### src/rtl/pwm_decoder_if.sv
// PWM decoder bus: the sampled PWM line plus everything recovered from it.
//   pwm_in     : asynchronous PWM line (driven by the source)
//   duty       : high-time of the last measurement, saturated at 2^N-1
//   period     : rise-to-rise clocks of the last complete cycle, 0 after a stuck report
//   valid      : one-cycle report strobe
//   stuck_low  : last report was a constant-low timeout
//   stuck_high : last report was a constant-high timeout
//   locked     : a qualified rising edge has been seen and a measurement is running
// master = PWM source / result consumer, slave = the decoder.
interface pwm_decoder_if #(
  parameter int unsigned N = 8
);
  logic         pwm_in;
  logic [N-1:0] duty;
  logic [N:0]   period;
  logic         valid;
  logic         stuck_low;
  logic         stuck_high;
  logic         locked;

  modport master (
    output pwm_in,
    input  duty, period, valid, stuck_low, stuck_high, locked
  );

  modport slave (
    input  pwm_in,
    output duty, period, valid, stuck_low, stuck_high, locked
  );
endinterface

### src/rtl/pwm_decoder.sv
// PWM decoder: synchronizes an asynchronous PWM line and measures the high time and the
// rise-to-rise period of every complete cycle. A line that produces no complete cycle for
// TIMEOUT clocks is reported as stuck low or stuck high, repeating every TIMEOUT+1 clocks.
// Ports:
//   clk   : clock
//   reset : synchronous, active-high reset
//   bus   : pwm_decoder_if slave (pwm_in in; duty, period, valid, stuck_low, stuck_high,
//           locked out)
module pwm_decoder #(
  parameter int unsigned N           = 8,
  parameter int unsigned SYNC_STAGES = 2,
  parameter int unsigned TIMEOUT     = 2**(N+1)-1
) (
  input logic         clk,
  input logic         reset,
  pwm_decoder_if.slave bus
);

  localparam logic [N:0] TimeoutVal = (N+1)'(TIMEOUT);
  localparam logic [N:0] CntOne     = (N+1)'(1);
  localparam logic [N:0] CntMax     = '1;

  typedef enum logic [1:0] {StAcq, StHigh, StLow} state_e;

  // Input synchronizer and edge detection
  logic [SYNC_STAGES-1:0] sync_q;
  // Tracks which synchronizer stages hold real samples since reset; the cleared flops
  // read as low but are not an observation of the line.
  logic [SYNC_STAGES-1:0] primed_q;
  logic                   s, s_d_q, primed, rise, fall;

  always_ff @(posedge clk) begin
    if (reset) begin
      sync_q   <= '0;
      primed_q <= '0;
      s_d_q    <= 1'b0;
    end else begin
      sync_q   <= {sync_q[SYNC_STAGES-2:0], bus.pwm_in};
      primed_q <= {primed_q[SYNC_STAGES-2:0], 1'b1};
      s_d_q    <= s;
    end
  end

  assign s      = sync_q[SYNC_STAGES-1];
  assign primed = primed_q[SYNC_STAGES-1];
  assign rise   = s & ~s_d_q;
  assign fall   = ~s & s_d_q;

  // Measurement state
  state_e       state_q, state_d;
  logic [N:0]   per_cnt_q, per_cnt_d, hi_cnt_q, hi_cnt_d;
  logic         seen_low_q, seen_low_d;
  logic [N-1:0] duty_q, duty_d;
  logic [N:0]   period_q, period_d;
  logic         valid_q, valid_d;
  logic         stuck_low_q, stuck_low_d, stuck_high_q, stuck_high_d;

  logic [N:0]   per_inc, hi_inc;
  logic         timeout;

  always_ff @(posedge clk) begin
    if (reset) begin
      state_q      <= StAcq;
      per_cnt_q    <= '0;
      hi_cnt_q     <= '0;
      seen_low_q   <= 1'b0;
      duty_q       <= '0;
      period_q     <= '0;
      valid_q      <= 1'b0;
      stuck_low_q  <= 1'b0;
      stuck_high_q <= 1'b0;
    end else begin
      state_q      <= state_d;
      per_cnt_q    <= per_cnt_d;
      hi_cnt_q     <= hi_cnt_d;
      seen_low_q   <= seen_low_d;
      duty_q       <= duty_d;
      period_q     <= period_d;
      valid_q      <= valid_d;
      stuck_low_q  <= stuck_low_d;
      stuck_high_q <= stuck_high_d;
    end
  end

  // Saturating increments
  assign per_inc = (per_cnt_q == CntMax) ? per_cnt_q : per_cnt_q + CntOne;
  assign hi_inc  = (hi_cnt_q == CntMax) ? hi_cnt_q : hi_cnt_q + CntOne;
  // A rise in the same cycle takes priority over the timeout.
  assign timeout = (per_cnt_q == TimeoutVal) && !rise;

  always_comb begin
    state_d      = state_q;
    per_cnt_d    = per_inc;
    hi_cnt_d     = hi_cnt_q;
    seen_low_d   = seen_low_q;
    duty_d       = duty_q;
    period_d     = period_q;
    valid_d      = 1'b0;
    stuck_low_d  = stuck_low_q;
    stuck_high_d = stuck_high_q;

    if (timeout) begin
      duty_d       = s ? '1 : '0;
      stuck_low_d  = ~s;
      stuck_high_d = s;
      period_d     = '0;
      valid_d      = 1'b1;
      per_cnt_d    = '0;
      hi_cnt_d     = '0;
      state_d      = StAcq;
      seen_low_d   = ~s;
    end else begin
      unique case (state_q)
        StAcq: begin
          if (primed && !s) seen_low_d = 1'b1;
          // A rise without a preceding low level may be the line sitting high at reset.
          if (rise && seen_low_q) begin
            per_cnt_d = CntOne;
            hi_cnt_d  = CntOne;
            state_d   = StHigh;
          end
        end
        StHigh: begin
          if (s) hi_cnt_d = hi_inc;
          if (fall) state_d = StLow;
        end
        StLow: begin
          if (rise) begin
            // hi_cnt above 2^N-1 has its top bit set; clamp to all-ones.
            duty_d       = hi_cnt_q[N] ? '1 : hi_cnt_q[N-1:0];
            period_d     = per_cnt_q;
            valid_d      = 1'b1;
            stuck_low_d  = 1'b0;
            stuck_high_d = 1'b0;
            per_cnt_d    = CntOne;
            hi_cnt_d     = CntOne;
            state_d      = StHigh;
          end
        end
        default: state_d = StAcq;
      endcase
    end
  end

  assign bus.duty       = duty_q;
  assign bus.period     = period_q;
  assign bus.valid      = valid_q;
  assign bus.stuck_low  = stuck_low_q;
  assign bus.stuck_high = stuck_high_q;
  assign bus.locked     = (state_q != StAcq);

endmodule
### src/flat_wrapper.sv
// flat-port wrapper written by rule: the top's interface ports become plain ports
module pwm_decoder_flat 
#(
  parameter int unsigned N           = 8,
  parameter int unsigned SYNC_STAGES = 2,
  parameter int unsigned TIMEOUT     = 2**(N+1)-1
)
  (clk, reset, bus_pwm_in, bus_duty, bus_period, bus_valid, bus_stuck_low, bus_stuck_high, bus_locked);
  pwm_decoder_if #(.N(N)) bus_i ();
  input logic clk;
  input logic reset;
  input wire logic [$bits(bus_i.pwm_in)-1:0] bus_pwm_in;
  output wire logic [$bits(bus_i.duty)-1:0] bus_duty;
  output wire logic [$bits(bus_i.period)-1:0] bus_period;
  output wire logic [$bits(bus_i.valid)-1:0] bus_valid;
  output wire logic [$bits(bus_i.stuck_low)-1:0] bus_stuck_low;
  output wire logic [$bits(bus_i.stuck_high)-1:0] bus_stuck_high;
  output wire logic [$bits(bus_i.locked)-1:0] bus_locked;
  assign bus_i.pwm_in = bus_pwm_in;
  assign bus_duty = bus_i.duty;
  assign bus_period = bus_i.period;
  assign bus_valid = bus_i.valid;
  assign bus_stuck_low = bus_i.stuck_low;
  assign bus_stuck_high = bus_i.stuck_high;
  assign bus_locked = bus_i.locked;
  pwm_decoder #(.N(N), .SYNC_STAGES(SYNC_STAGES), .TIMEOUT(TIMEOUT)) u_core (.clk(clk), .reset(reset), .bus(bus_i));
endmodule
### config.mk
export PLATFORM = sky130hd
export DESIGN_NAME = pwm_decoder_flat
export DESIGN_NICKNAME = d
export VERILOG_FILES = /design/src/rtl/pwm_decoder_if.sv /design/src/rtl/pwm_decoder.sv /design/src/flat_wrapper.sv
export SDC_FILE = /design/constraint.sdc
export NUM_CORES = 1
export LEC_CHECK = 0
export CORE_MARGIN = 2
export CORE_UTILIZATION = 45
export DETAILED_ROUTE_END_ITERATION = 7
export PLACE_DENSITY = 0.69
export SYNTH_ARGS = -nofsm -noshare
export SYNTH_HDL_FRONTEND = slang
export SYNTH_SLANG_ARGS = --single-unit
### constraint.sdc
create_clock -name clk -period 2.5 [get_ports clk]
set_input_delay 0.5 -clock clk [delete_from_list [all_inputs] [get_ports clk]]
set_output_delay 0.5 -clock clk [all_outputs]
set_load 0.02 [all_outputs]
[After elaboration in Yosys (flattened, before gate mapping)]
Index checks and enable logic that the tools add are counted.
Storage, ports and cells
  latch bits: 0
  memories kept: 0
  word-level logic and storage cells: 75
  flip-flop bits (word level): 46
  bits in writable memories: 0
  input bits: 3
  output and inout port bits: 21
  bits in read-only memories: 0
Operators by class
  bitwise operators: 4
  eq/ne operators: 9
  shift operators: 0
  multiply operators: 0
  order comparisons: 0
  mux-type cells: 29
  divide/modulo/power cells: 0
  $add $sub $neg: 2
  reductions and logical operators: 18
Operator list (number)
  $mux 9: 7
  $mux 8: 5
  $pmux 9 s3: 1
  $add 9x1->9 const B: 2
  $eq 9x9->1 const B: 2
  $pmux 9 s2: 1
  $mux 1: 11
  $reduce_bool 2->1: 5
  $ne 2x1->1 const B: 4
  $mux 2: 3
  $pmux 2 s3: 1
  $reduce_and 2->1: 3
  $reduce_and 5->1: 1
  $logic_and 1x1->1: 3
  $reduce_and 3->1: 1
  $reduce_bool 3->1: 1
  $and 1x1->1: 2
  $eq 2x1->1 const B: 1
  $eq 2x2->1 const B: 1
  $logic_not 1->1: 2
  $logic_not 2->1: 1
  $ne 2x2->1 const B: 1
  $not 1->1: 2
  $reduce_or 2->1: 1

[Depth between registers and ports, before layout]
  depth in word-level cells: 6
  depth in mapped cells: 8
  gate-level depth less buffers: 7

[Worst setup path before layout]
Ideal clock, no wire load.
  path kind: register to register
  start: register u_core.hi_cnt_q[0]
  end: register u_core.hi_cnt_q[3]
  path slack: 0.769 ns
  path buffers: 1
  clock period less this slack: 1.731 ns
  arrival time: 1.661 ns
  cell stages (with the launch flop): 9
  path through: dfxtp_1 -> ha_1 -> nand3_1 -> nor2_1 -> ha_1 -> o32a_1 -> buf_6 -> or3_1 -> a21oi_1
On the way
  word-level cells in the longest chain between the ends: 4
RTL lines
  start: declaration: line pwm_decoder.sv:51  | logic [N:0] per_cnt_q, per_cnt_d, hi_cnt_q, hi_cnt_d;
  start signal: assignment: line pwm_decoder.sv:75  | hi_cnt_q <= hi_cnt_d;
  $add 9x1->9: line pwm_decoder.sv:87  | assign hi_inc = (hi_cnt_q == CntMax) ? hi_cnt_q : hi_cnt_q + CntOne;
  $mux 9: line pwm_decoder.sv:87
  $mux 9: line pwm_decoder.sv:124  | if (s) hi_cnt_d = hi_inc;
  $pmux 9 s3: line pwm_decoder.sv:113  | unique case (state_q)
Several ways; a longest one is shown, not always the timed one. The select of a mux whose other input is x is not followed.
A chain may end at the register's enable or synchronous reset.

[Worst setup path in the final report]
  start: register u_core.hi_cnt_q[0]
  end: register u_core.hi_cnt_q[6]
Same word-level chain as after synthesis.

==> reports/results.ini <==
[outcome]
status=finished, final reports clean

[final_layout]
fill_cells=376
drive_gt1_share_pct=12.3
area_delta_synth_final_pct=17.6
nets=234
fin_util_pct=55.7
fin_area_um2=2250
antennaDiodeCount=0

[timing]
fin_worst_skew_ps=7.85
worst_pin_slew_ps=692
fin_tns_setup_ps=0
min_period_over_period_pct=81.9
rsz0062_at_grt=false
min_period_ps=2050
setup_viol=0
fmax_mhz=489
hold_viol=0
final_max_slew_viol_count=0
slew_headroom_pct=53.9

[cts]
ctsResizeCount=0
cts_buffer_depth=2
cts_tree=done
ctsHoldBuffers=0
cts-buffers-inserted=5
clkSlewWorstSetupHoldPaths_ps=80
htreeDepth=2
cts_sinks=46
clockRootBuffer=clkbuf_8
post_cts_buffers=0
insertion_delay_ps=290

[yosys]
synth_top_area_cell=dfxtp_1
ys.warnings.count=0
avgSynthCellArea_um2=9.36
synth_top_area_share_pct=48.2
async_reset_ff_share_pct=0
synth_seq_cells=46
yosysMostFrequentCell=dfxtp_1
netlist_top_cells_count=dfxtp_1 (46), nand2_1 (26), a21oi_1 (24)
synth_edf_count=0
synthTopCellsByArea=dfxtp_1 (48%), a21oi_1 (6.3%), nand2_1 (5.1%)
synth_nets=210
seq_area_frac_synth_pct=48.2
ys_types=43
synth_cells=204
ys.flop_type=dfxtp_1
syn_area_um2=1910

[placement]
dpl_cell_area_um2=2170
portBuffers=23
dp_hpwl_um=2650
gp_congestion=0.759

[die]
start_util_pct=47.4
die_y_um=69.1
core_region_area_um2=4030
rows=23
dieArea_um2=4780
io_pins=24
die_w_um=69.1

[critical_path]
startpoint_type=flop
critical_path_arrival_ps=2270
crit_required_ps=2720
r2r_slack_ps=450
critPathCaptureType=flop
path_class=flop to flop
cp_max_fo=15

[pwr]
p_leak_nw=0.782
seq_power_share_pct=60.9
switching_power_mw=0.279
pwr_density_cell_nw_per_um2=550
intPower_mw=0.956
switching_share_pct=22.6
p_clk_share_pct=34.6
ir_worst_vdd_mv=0.353
comb_power_share_pct=4.5

[global_route]
grt_pass1_vias=1333
antenna_found_initial=0
gr-usage-all-layers_pct=15.7
grt_overflow=0
grt_max_degree=17
grt_pass1_wl_um=6180

[routing]
dr.pass1.iters=5
drtIter0Drc=93
via_per_inst=5.47
routed_wl_um=3690
drtAntennaViolNets=0
drc=0
avgRoutedWirePerCell_um=13.3
via_count=1521

[run]
cap_violations=0

[hold_path]
hold_path_class=flop to flop

[cell usage in the layout, fill, tap and decap left out, drive strengths merged, types with 2 or more instances in the layout]
master and instances:
or4 5, nor2 14, buf 4, or2 2, o21ai 4, nand2b 4
and4 2, nand3 6, a21oi 24, o31ai 6, nand4 8, clkdlybuf4s50 23
nand2 26, clkbuf 6, a31oi 2, and3 2, and2 2, nor2b 6
o221a 8, inv 5, nor3 6, dfxtp 46, ha 3, nor3b 2
[final timing paths]
check,from,cells past startpoint,end
worst max-delay path,u_core.hi_cnt_q[0],7,u_core.hi_cnt_q[6]
worst min-delay path,u_core.bus.period[5],2,u_core.bus.period[5]
worst min register to register,u_core.bus.period[5],2,u_core.bus.period[5]
worst max register to register,u_core.hi_cnt_q[0],7,u_core.hi_cnt_q[6]
[area by class of cell]
type / instances / area [um^2] / area share (%)
inverters: 5 / 18.8 / 0.836
flip-flops and latches: 46 / 921 / 41.0
clock inverters: 1 / 7.51 / 0.334
multi-input cells: 143 / 903 / 40.2
well taps: 50 / 62.6 / 2.79
clock buffers: 6 / 72.6 / 3.23
repair buffers: 27 / 260 / 11.6
[logic make-up after synthesis]
logic type / count (synthesis) / share of synthesized area (%)
AND/OR/NAND/NOR: 87 / 24.7
AO/OA/AOI/OAI: 51 / 19.7
flip-flops: 46 / 48.2
XOR/XNOR: 2 / 0.918
buffers and inverters: 15 / 4.46
adder cells (fa/ha/maj): 3 / 1.97
[sequential cells by signal, indices dropped and copies added, names as in the netlist, 2 cells and up]
register	flops
u_core.bus.duty	8
u_core.state_q	2
u_core.bus.period	9
u_core.sync_q	2
u_core.per_cnt_q	9
u_core.hi_cnt_q	9
u_core.primed_q	2
[power groups by stage]
| stage | registers, mW | logic [mW] | clock network [mW] |
|---|---|---|---|
| 2_1_floorplan | 0.766 | 0.0445 | 0 |
| 3_3_place_gp | 0.770 | 0.0541 | 0 |
| 3_5_place_dp | 0.770 | 0.0547 | 0 |
| 4_1_cts | 0.752 | 0.0549 | 0.437 |
| 5_1_grt | 0.754 | 0.0608 | 0.463 |
| 6_report | 0.752 | 0.0550 | 0.427 |
[critical path, cell delays in order (launching register included)]
cell,delay (ps)
dfxtp_1,370
ha_1,250
nand3_1,90
nor2_1,50
ha_1,210
o32a_1,330
or4_1,520
a21oi_1,170
[through the flow]
step | hold WS [ps] | instances | setup slack, ps | total power, mW
after floorplan | 414 | 204 | 769 | 0.810
after global placement | 420 | 271 | 468 | 0.824
after detailed placement | 447 | 271 | 481 | 0.824
after CTS | 457 | 278 | 456 | 1.24
after global routing | 473 | 278 | 303 | 1.28
final | 456 | 278 | 453 | 1.23
[metal layers]
metal | vias to the layer above | share of wire [%] | GRT usage (%) | wire [um]
li1 | 784 | - | - | -
met1 | 693 | 51 | 22.5 | 1890
met2 | 39 | 42 | 23.2 | 1560
met3 | 5 | 5.1 | 3.51 | 189
met4 | 0 | 1.2 | 5.88 | 46
met5 | - | 0 | 0 | 0
Power figures use the tool's default switching activity.
